## config.mk

```make
export PLATFORM = sky130hd
export DESIGN_NAME = mem_burst_flat
export DESIGN_NICKNAME = d
export VERILOG_FILES = /design/src/rtl/mem_burst_if.sv /design/src/rtl/mem_burst.sv /design/src/flat_wrapper.sv
export SDC_FILE = /design/constraint.sdc
export NUM_CORES = 1
export LEC_CHECK = 0
export BUFFER_PORTS_ARGS = -buffer_cell sky130_fd_sc_hd__buf_4
export CORE_AREA = 2 2 159 161
export DETAILED_ROUTE_END_ITERATION = 8
export DIE_AREA = 0 0 161 163
export SLEW_MARGIN = 20
export SYNTH_ARGS = -nofsm -noshare
export SYNTH_HDL_FRONTEND = slang
export SYNTH_SLANG_ARGS = --single-unit
```

## constraint.sdc

```tcl
create_clock -name clk -period 2 [get_ports clk]
set_input_delay 0 -clock clk [delete_from_list [all_inputs] [get_ports clk]]
set_output_delay 0 -clock clk [all_outputs]
set_load 0.1 [all_outputs]
```

## src/rtl/mem_burst_if.sv

```systemverilog
`default_nettype none
// +------------------------------------------------------------------+
// | Module   : mem_burst_if                                          |
// | Brief    : request/response bundle for the mem_burst block       |
// | Revision : 1.0  initial release                                  |
// +------------------------------------------------------------------+
interface mem_burst_if #(
  parameter int DATA_W = 8,
  parameter int ADDR_W = 5,
  parameter int LEN_W  = 3
);
  logic              req_valid;
  logic              req_ready;
  logic              req_write;
  logic [ADDR_W-1:0] req_addr;
  logic [LEN_W-1:0]  req_len;
  logic [DATA_W-1:0] req_wdata;
  logic              par_flip;
  logic              rsp_valid;
  logic [DATA_W-1:0] rsp_data;
  logic              rsp_last;
  logic              rsp_err;

  modport master (
    output req_valid, req_write, req_addr, req_len, req_wdata, par_flip,
    input  req_ready, rsp_valid, rsp_data, rsp_last, rsp_err
  );

  modport slave (
    input  req_valid, req_write, req_addr, req_len, req_wdata, par_flip,
    output req_ready, rsp_valid, rsp_data, rsp_last, rsp_err
  );
endinterface
`default_nettype wire

```

## src/rtl/mem_burst.sv

```systemverilog
`default_nettype none
// +------------------------------------------------------------------+
// | Module   : mem_burst                                             |
// | Brief    : single-port word memory with single-beat writes and   |
// |            wrapping read bursts behind a fixed-latency pipeline  |
// | Option   : MEM_BURST_PARITY_EN adds a per-word even-parity bit   |
// | Revision : 1.0  initial release                                  |
// +------------------------------------------------------------------+
module mem_burst #(
  parameter int DATA_W = 8,
  parameter int ADDR_W = 5,
  parameter int RD_LAT = 1,
  parameter int LEN_W  = 3
) (
  input logic        clk,
  input logic        rst_n,
  mem_burst_if.slave bus
);

  localparam int DEPTH = 2 ** ADDR_W;

  localparam logic [1:0] S_IDLE  = 2'd0;
  localparam logic [1:0] S_BURST = 2'd1;
  localparam logic [1:0] S_DRAIN = 2'd2;

  logic [1:0]        r_state;
  logic [1:0]        w_next;
  logic              w_ready;
  logic              w_issue;
  logic              w_wr_en;
  logic              w_rd_acc;
  logic              w_rd_err;
  logic [ADDR_W-1:0] r_addr;
  logic [LEN_W-1:0]  r_cnt;
  logic [DATA_W-1:0] r_mem [DEPTH];

  // Read pipeline: stage 0 is the memory read register, the last stage drives the outputs.
  logic              r_pv [RD_LAT];
  logic [DATA_W-1:0] r_pd [RD_LAT];
  logic              r_pl [RD_LAT];
  logic              r_pe [RD_LAT];

  assign w_wr_en  = bus.req_valid && w_ready && bus.req_write;
  assign w_rd_acc = bus.req_valid && w_ready && !bus.req_write;

  // State register.
  always_ff @(posedge clk or negedge rst_n) begin
    if (!rst_n) r_state <= S_IDLE;
    else        r_state <= w_next;
  end

  // Next-state: leave DRAIN once the final beat is on the outputs, so ready rises a cycle after rsp_last.
  always_comb begin
    w_next = r_state;
    case (r_state)
      S_IDLE:  if (w_rd_acc) w_next = S_BURST;
      S_BURST: if (r_cnt == '0) w_next = S_DRAIN;
      S_DRAIN: if (r_pv[RD_LAT-1] && r_pl[RD_LAT-1]) w_next = S_IDLE;
      default: w_next = S_IDLE;
    endcase
  end

  // State-decoded outputs: accept only when idle, issue one read per BURST cycle.
  always_comb begin
    w_ready = (r_state == S_IDLE);
    w_issue = (r_state == S_BURST);
  end

  // Burst address/count: loaded on accept, stepped on every issued read; address wraps naturally.
  always_ff @(posedge clk or negedge rst_n) begin
    if (!rst_n) begin
      r_addr <= '0;
      r_cnt  <= '0;
    end else if (w_rd_acc) begin
      r_addr <= bus.req_addr;
      r_cnt  <= bus.req_len;
    end else if (w_issue) begin
      r_addr <= r_addr + 1'b1;
      r_cnt  <= r_cnt - 1'b1;
    end
  end

`ifdef MEM_BURST_PARITY_EN
  logic r_par [DEPTH];

  // Storage with parity: the stored bit is inverted on request to model a corrupted word.
  always_ff @(posedge clk) begin
    if (w_wr_en) begin
      r_mem[bus.req_addr] <= bus.req_wdata;
      r_par[bus.req_addr] <= (^bus.req_wdata) ^ bus.par_flip;
    end
  end

  assign w_rd_err = (^r_mem[r_addr]) ^ r_par[r_addr];
`else
  logic w_unused_par;

  // Storage without parity; contents survive reset.
  always_ff @(posedge clk) begin
    if (w_wr_en) r_mem[bus.req_addr] <= bus.req_wdata;
  end

  assign w_rd_err     = 1'b0;
  assign w_unused_par = bus.par_flip;
`endif

  // Read pipeline: valids shift every cycle, payload moves only with a valid so rsp_data holds between beats.
  always_ff @(posedge clk or negedge rst_n) begin
    if (!rst_n) begin
      for (int i = 0; i < RD_LAT; i++) begin
        r_pv[i] <= 1'b0;
        r_pd[i] <= '0;
        r_pl[i] <= 1'b0;
        r_pe[i] <= 1'b0;
      end
    end else begin
      r_pv[0] <= w_issue;
      if (w_issue) begin
        r_pd[0] <= r_mem[r_addr];
        r_pl[0] <= (r_cnt == '0);
        r_pe[0] <= w_rd_err;
      end
      for (int i = 1; i < RD_LAT; i++) begin
        r_pv[i] <= r_pv[i-1];
        if (r_pv[i-1]) begin
          r_pd[i] <= r_pd[i-1];
          r_pl[i] <= r_pl[i-1];
          r_pe[i] <= r_pe[i-1];
        end
      end
    end
  end

  assign bus.req_ready = w_ready;
  assign bus.rsp_valid = r_pv[RD_LAT-1];
  assign bus.rsp_data  = r_pd[RD_LAT-1];
  assign bus.rsp_last  = r_pv[RD_LAT-1] && r_pl[RD_LAT-1];
  assign bus.rsp_err   = r_pv[RD_LAT-1] && r_pe[RD_LAT-1];

endmodule
`default_nettype wire

```

## src/flat_wrapper.sv

```systemverilog
// flat-port wrapper written by rule: the top's interface ports become plain ports
module mem_burst_flat 
#(
  parameter int DATA_W = 8,
  parameter int ADDR_W = 5,
  parameter int RD_LAT = 1,
  parameter int LEN_W  = 3
)
  (clk, rst_n, bus_req_valid, bus_req_write, bus_req_addr, bus_req_len, bus_req_wdata, bus_par_flip, bus_req_ready, bus_rsp_valid, bus_rsp_data, bus_rsp_last, bus_rsp_err);
  mem_burst_if #(.DATA_W(DATA_W), .ADDR_W(ADDR_W), .LEN_W(LEN_W)) bus_i ();
  input logic clk;
  input logic rst_n;
  input wire logic [$bits(bus_i.req_valid)-1:0] bus_req_valid;
  input wire logic [$bits(bus_i.req_write)-1:0] bus_req_write;
  input wire logic [$bits(bus_i.req_addr)-1:0] bus_req_addr;
  input wire logic [$bits(bus_i.req_len)-1:0] bus_req_len;
  input wire logic [$bits(bus_i.req_wdata)-1:0] bus_req_wdata;
  input wire logic [$bits(bus_i.par_flip)-1:0] bus_par_flip;
  output wire logic [$bits(bus_i.req_ready)-1:0] bus_req_ready;
  output wire logic [$bits(bus_i.rsp_valid)-1:0] bus_rsp_valid;
  output wire logic [$bits(bus_i.rsp_data)-1:0] bus_rsp_data;
  output wire logic [$bits(bus_i.rsp_last)-1:0] bus_rsp_last;
  output wire logic [$bits(bus_i.rsp_err)-1:0] bus_rsp_err;
  assign bus_i.req_valid = bus_req_valid;
  assign bus_i.req_write = bus_req_write;
  assign bus_i.req_addr = bus_req_addr;
  assign bus_i.req_len = bus_req_len;
  assign bus_i.req_wdata = bus_req_wdata;
  assign bus_i.par_flip = bus_par_flip;
  assign bus_req_ready = bus_i.req_ready;
  assign bus_rsp_valid = bus_i.rsp_valid;
  assign bus_rsp_data = bus_i.rsp_data;
  assign bus_rsp_last = bus_i.rsp_last;
  assign bus_rsp_err = bus_i.rsp_err;
  mem_burst #(.DATA_W(DATA_W), .ADDR_W(ADDR_W), .RD_LAT(RD_LAT), .LEN_W(LEN_W)) u_core (.clk(clk), .rst_n(rst_n), .bus(bus_i));
endmodule
```

==> key figures <==
Outcome
  – Status: finished with violations
  – Failing checks: setup timing

STA
  – Worst Clk Skew: ~12 ps
  – Final critical-path required period: 2080 ps
  – RSZ-0062 raised after global routing: yes
  – Final Setup Violations: 6
  – Hold Fails Final Rpt: 0
  – Fin. max-slew vios: 0
  – Max Fclk: slightly below 0.5 GHz
  – Rel. slew slack: 33.9%
  – Worst Max-Slew Pin Slew: approximately 1000 ps
  – Fin crit share: 104%
  – Setup TNS: -163 ps
  – Setup ws final: -78.2 ps

Worst setup path
  – Crit. End Element: flop
  – Maximum fanout along the worst path: 4
  – Critical Path Source Type: flop
  – Worst reg2reg startpoint: u_core.r_addr[0]
  – Launch point of the worst path: u_core.r_addr[0]
  – Worst endpoint data arrival time: 2480 ps
  – Worst EP required: 2400 ps
  – Crit Path Category: reg -> reg
  – Reg2Reg Depth: 5

Place
  – Half-perimeter wire length after placement: roughly 15 mm
  – Pre-CTS setup slack: -254 ps
  – Placed Cells: roughly 1000
  – GPL Wtd Cong: around 0.85
  – Port Buf Inserts: 30

Global routing
  – GRT overflow: 0
  – Wire length of the first global-routing pass: 35.9 mm
  – Pin count of the biggest net entering global routing: 33
  – Overall Global Routing Usage: a little under a fifth
  – Number of antenna violations at the first check in global routing: 0
  – Number of global-route vias before repair: slightly below 6k

Die
  – Die height: about 160 µm
  – Initial Utilization: 44.1%
  – Num rows: 58
  – Ports: 33
  – Die X: between 150 and 200 µm
  – Core ar.: 0.0247 mm²
  – Die area: about 0.026 mm²

Drt
  – DR WL met3: 1.01 mm
  – Drt first pass iters: 4
  – Routed Antenna Nets: 0
  – DRT met1 WL: about 11 mm
  – Met2 WL: ~12 mm
  – Routed WL per cell: 22.5 µm
  – Total wire length: ~24 mm
  – Max layer used: met4
  – Average vias per placed instance: about 5.4
  – Via Count: between 5k and 6k
  – Drt drc: 0
  – Starting DRT DRC Count: roughly 480

Logic synthesis
  – Post-synthesis sequential area ratio: 75.3%
  – Synth Area per Inst: approximately 19 µm²
  – Most frequent cell after synthesis: edfxtp_1
  – Mapped Area: 0.0109 mm²
  – Distinct cells, synth: 39
  – Dominant synthesized flop cell: edfxtp_1
  – Largest area contributor in the netlist: edfxtp_1
  – Asr flop ratio synth: under 10%
  – Post-synth EDFFs: 256
  – Yosys Warn Count: 0
  – Syn Nets: roughly 600
  – Post-synth top cells: edfxtp_1, nor2_1, mux2i_1
  – Main area contributors after synthesis: edfxtp_1, mux4_2, dfrtp_1
  – Mapped Cells: roughly 580
  – #FFs+latches synth: 276
  – Synth top area share: 70.7%

Power
  – Leak Pwr: 4.59 nW
  – Pwr Total: 0.0177 W
  – Max IR drop VDD: 1.59 mV
  – PwrDens: between 1000 and 1500 mW/mm²

Clocking
  – H-tree depth: 1
  – Clk buf depth: 3
  – CTS tree: yes
  – Clock Tree Root: clkbuf_16
  – Clk pin slew, worst setup/hold paths: around 60 ps
  – Clk_lat worst skew: around 530 ps
  – Post CTS Setup Buffer Count: 0
  – CTS Buf Count: 29
  – Num Clock Sinks: 276

Worst hold path
  – Hold Crit Depth: 3
  – Hold Startpoint: bus_req_len[1]
  – Hold/Removal Path Class: in -> reg

Layout
  – Sequential Area: just over 0.008 mm²
  – Area delta synth->final: 22.2%
  – Post-Layout Cell Count: 1059
  – Fill cells: approximately 2k
  – Layout cell share with drive strength beyond 1: a little under a third
  – Nets: between 700 and 800
  – N_diodes: 0
  – Multi-input gate area: ~0.0026 mm²

Run
  – Max_cap viols: 0
-- per-layer routing --
metal,vias up,global-route usage [%]
met5,-,0
met4,0,4.46
met3,39,2.55
met2,132,31.5
met1,2964,25.4
li1,2579,-
-- worst paths after layout --
path | end | slack (ps)
setup / recovery | u_core.bus.rsp_data[7] | -80
hold / removal | u_core.r_cnt[1] | 270
setup reg to reg | u_core.bus.rsp_data[7] | -80
hold reg to reg | u_core.r_pl | 480
max in group asynchronous | u_core.r_addr[0] | 560
min in group asynchronous | u_core.r_addr[4] | 730
-- layout by cell type, fill, tap and decap left out, types with 9 or more instances in the layout --
| cell type | netlist | layout |
|---|---|---|
| o22ai_1 | 25 | 25 |
| mux2_2 | 16 | 11 |
| dfrtp_1 | 20 | 19 |
| nor2_1 | 49 | 48 |
| nand2_1 | 21 | 20 |
| dlygate4sd3_1 | 0 | 25 |
| buf_4 | 8 | 98 |
| edfxtp_1 | 256 | 256 |
| mux2i_1 | 48 | 47 |
| clkbuf_16 | 0 | 29 |
| mux4_2 | 40 | 40 |
| clkbuf_1 | 13 | 9 |
| a211oi_1 | 16 | 14 |
-- worst max-delay path, cell delays in order (launching register included) --
cell and delay (ps):
dfrtp_4 450, buf_4 160, mux4_2 490, mux2_2 300, a2111oi_2 450, a211oi_1 90
-- cells by family (layout without fill, tap and decap cells) --
kind of cell               Yosys count  after routing  synth area share (%)
AOI/OAI and AO/OA                   58             58                  3.88
xor gates and xnor gates             3              3                 0.242
adders and majority gates            3              3                 0.345
buffers and inverters               37            189                  1.82
DFF                                276            276                  75.3
muxes                              104            104                  14.4
other                                1              1                0.0345
and+or+nand+nor                     95             95                  4.01
-- power breakdown --
| group | total [W] | internal, W | switching (W) | leakage [nW] |
|---|---|---|---|---|
| Sequential | 0.00682 | 0.00656 | 0.000259 | 2.54 |
| Combinational | 0.00587 | 0.00255 | 0.00333 | 1.61 |
| Clock | 0.00506 | 0.00302 | 0.00204 | 0.446 |
-- stage by stage --
| stage | instance area (µm²) | hold slack, ps | utilization, % |
|---|---|---|---|
| 2_1_floorplan | 10900 | -296 | - |
| 3_3_place_gp | 12000 | -105 | 48.6 |
| 3_5_place_dp | 12000 | -99.5 | 48.6 |
| 4_1_cts | 13300 | 253 | 53.8 |
| 5_1_grt | 13300 | 270 | 53.9 |
| 6_report | 13300 | 269 | 53.9 |
-- flip-flops by register name, indices dropped and copies added (netlist names) --
| name | count |
|---|---|
| u_core.r_mem | 256 |
| u_core.r_addr | 5 |
| u_core.r_pl | 1 |
| u_core.bus.rsp_data | 8 |
| u_core.r_cnt | 3 |
| u_core.r_state | 2 |
| u_core.bus.rsp_valid | 1 |
-- final cells by class --
| class | count | share of cell area, % |
|---|---|---|
| clock buffer | 41 | 6.03 |
| clock inverter | 11 | 0.791 |
| inverter | 7 | 0.198 |
| multi-input combinational | 264 | 19.8 |
| sequential | 276 | 61.6 |
| tap | 330 | 3.11 |
| timing repair buffer | 130 | 8.41 |
-- timing repair --
action	4_1_cts	5_1_grt
resized for setup	17	5
hold buffers	25	0
pin swaps	4	1
endpoints found under the hold margin	285	0
setup endpoints to repair	8	17
No activity file was read; power rests on OpenSTA's default activity.
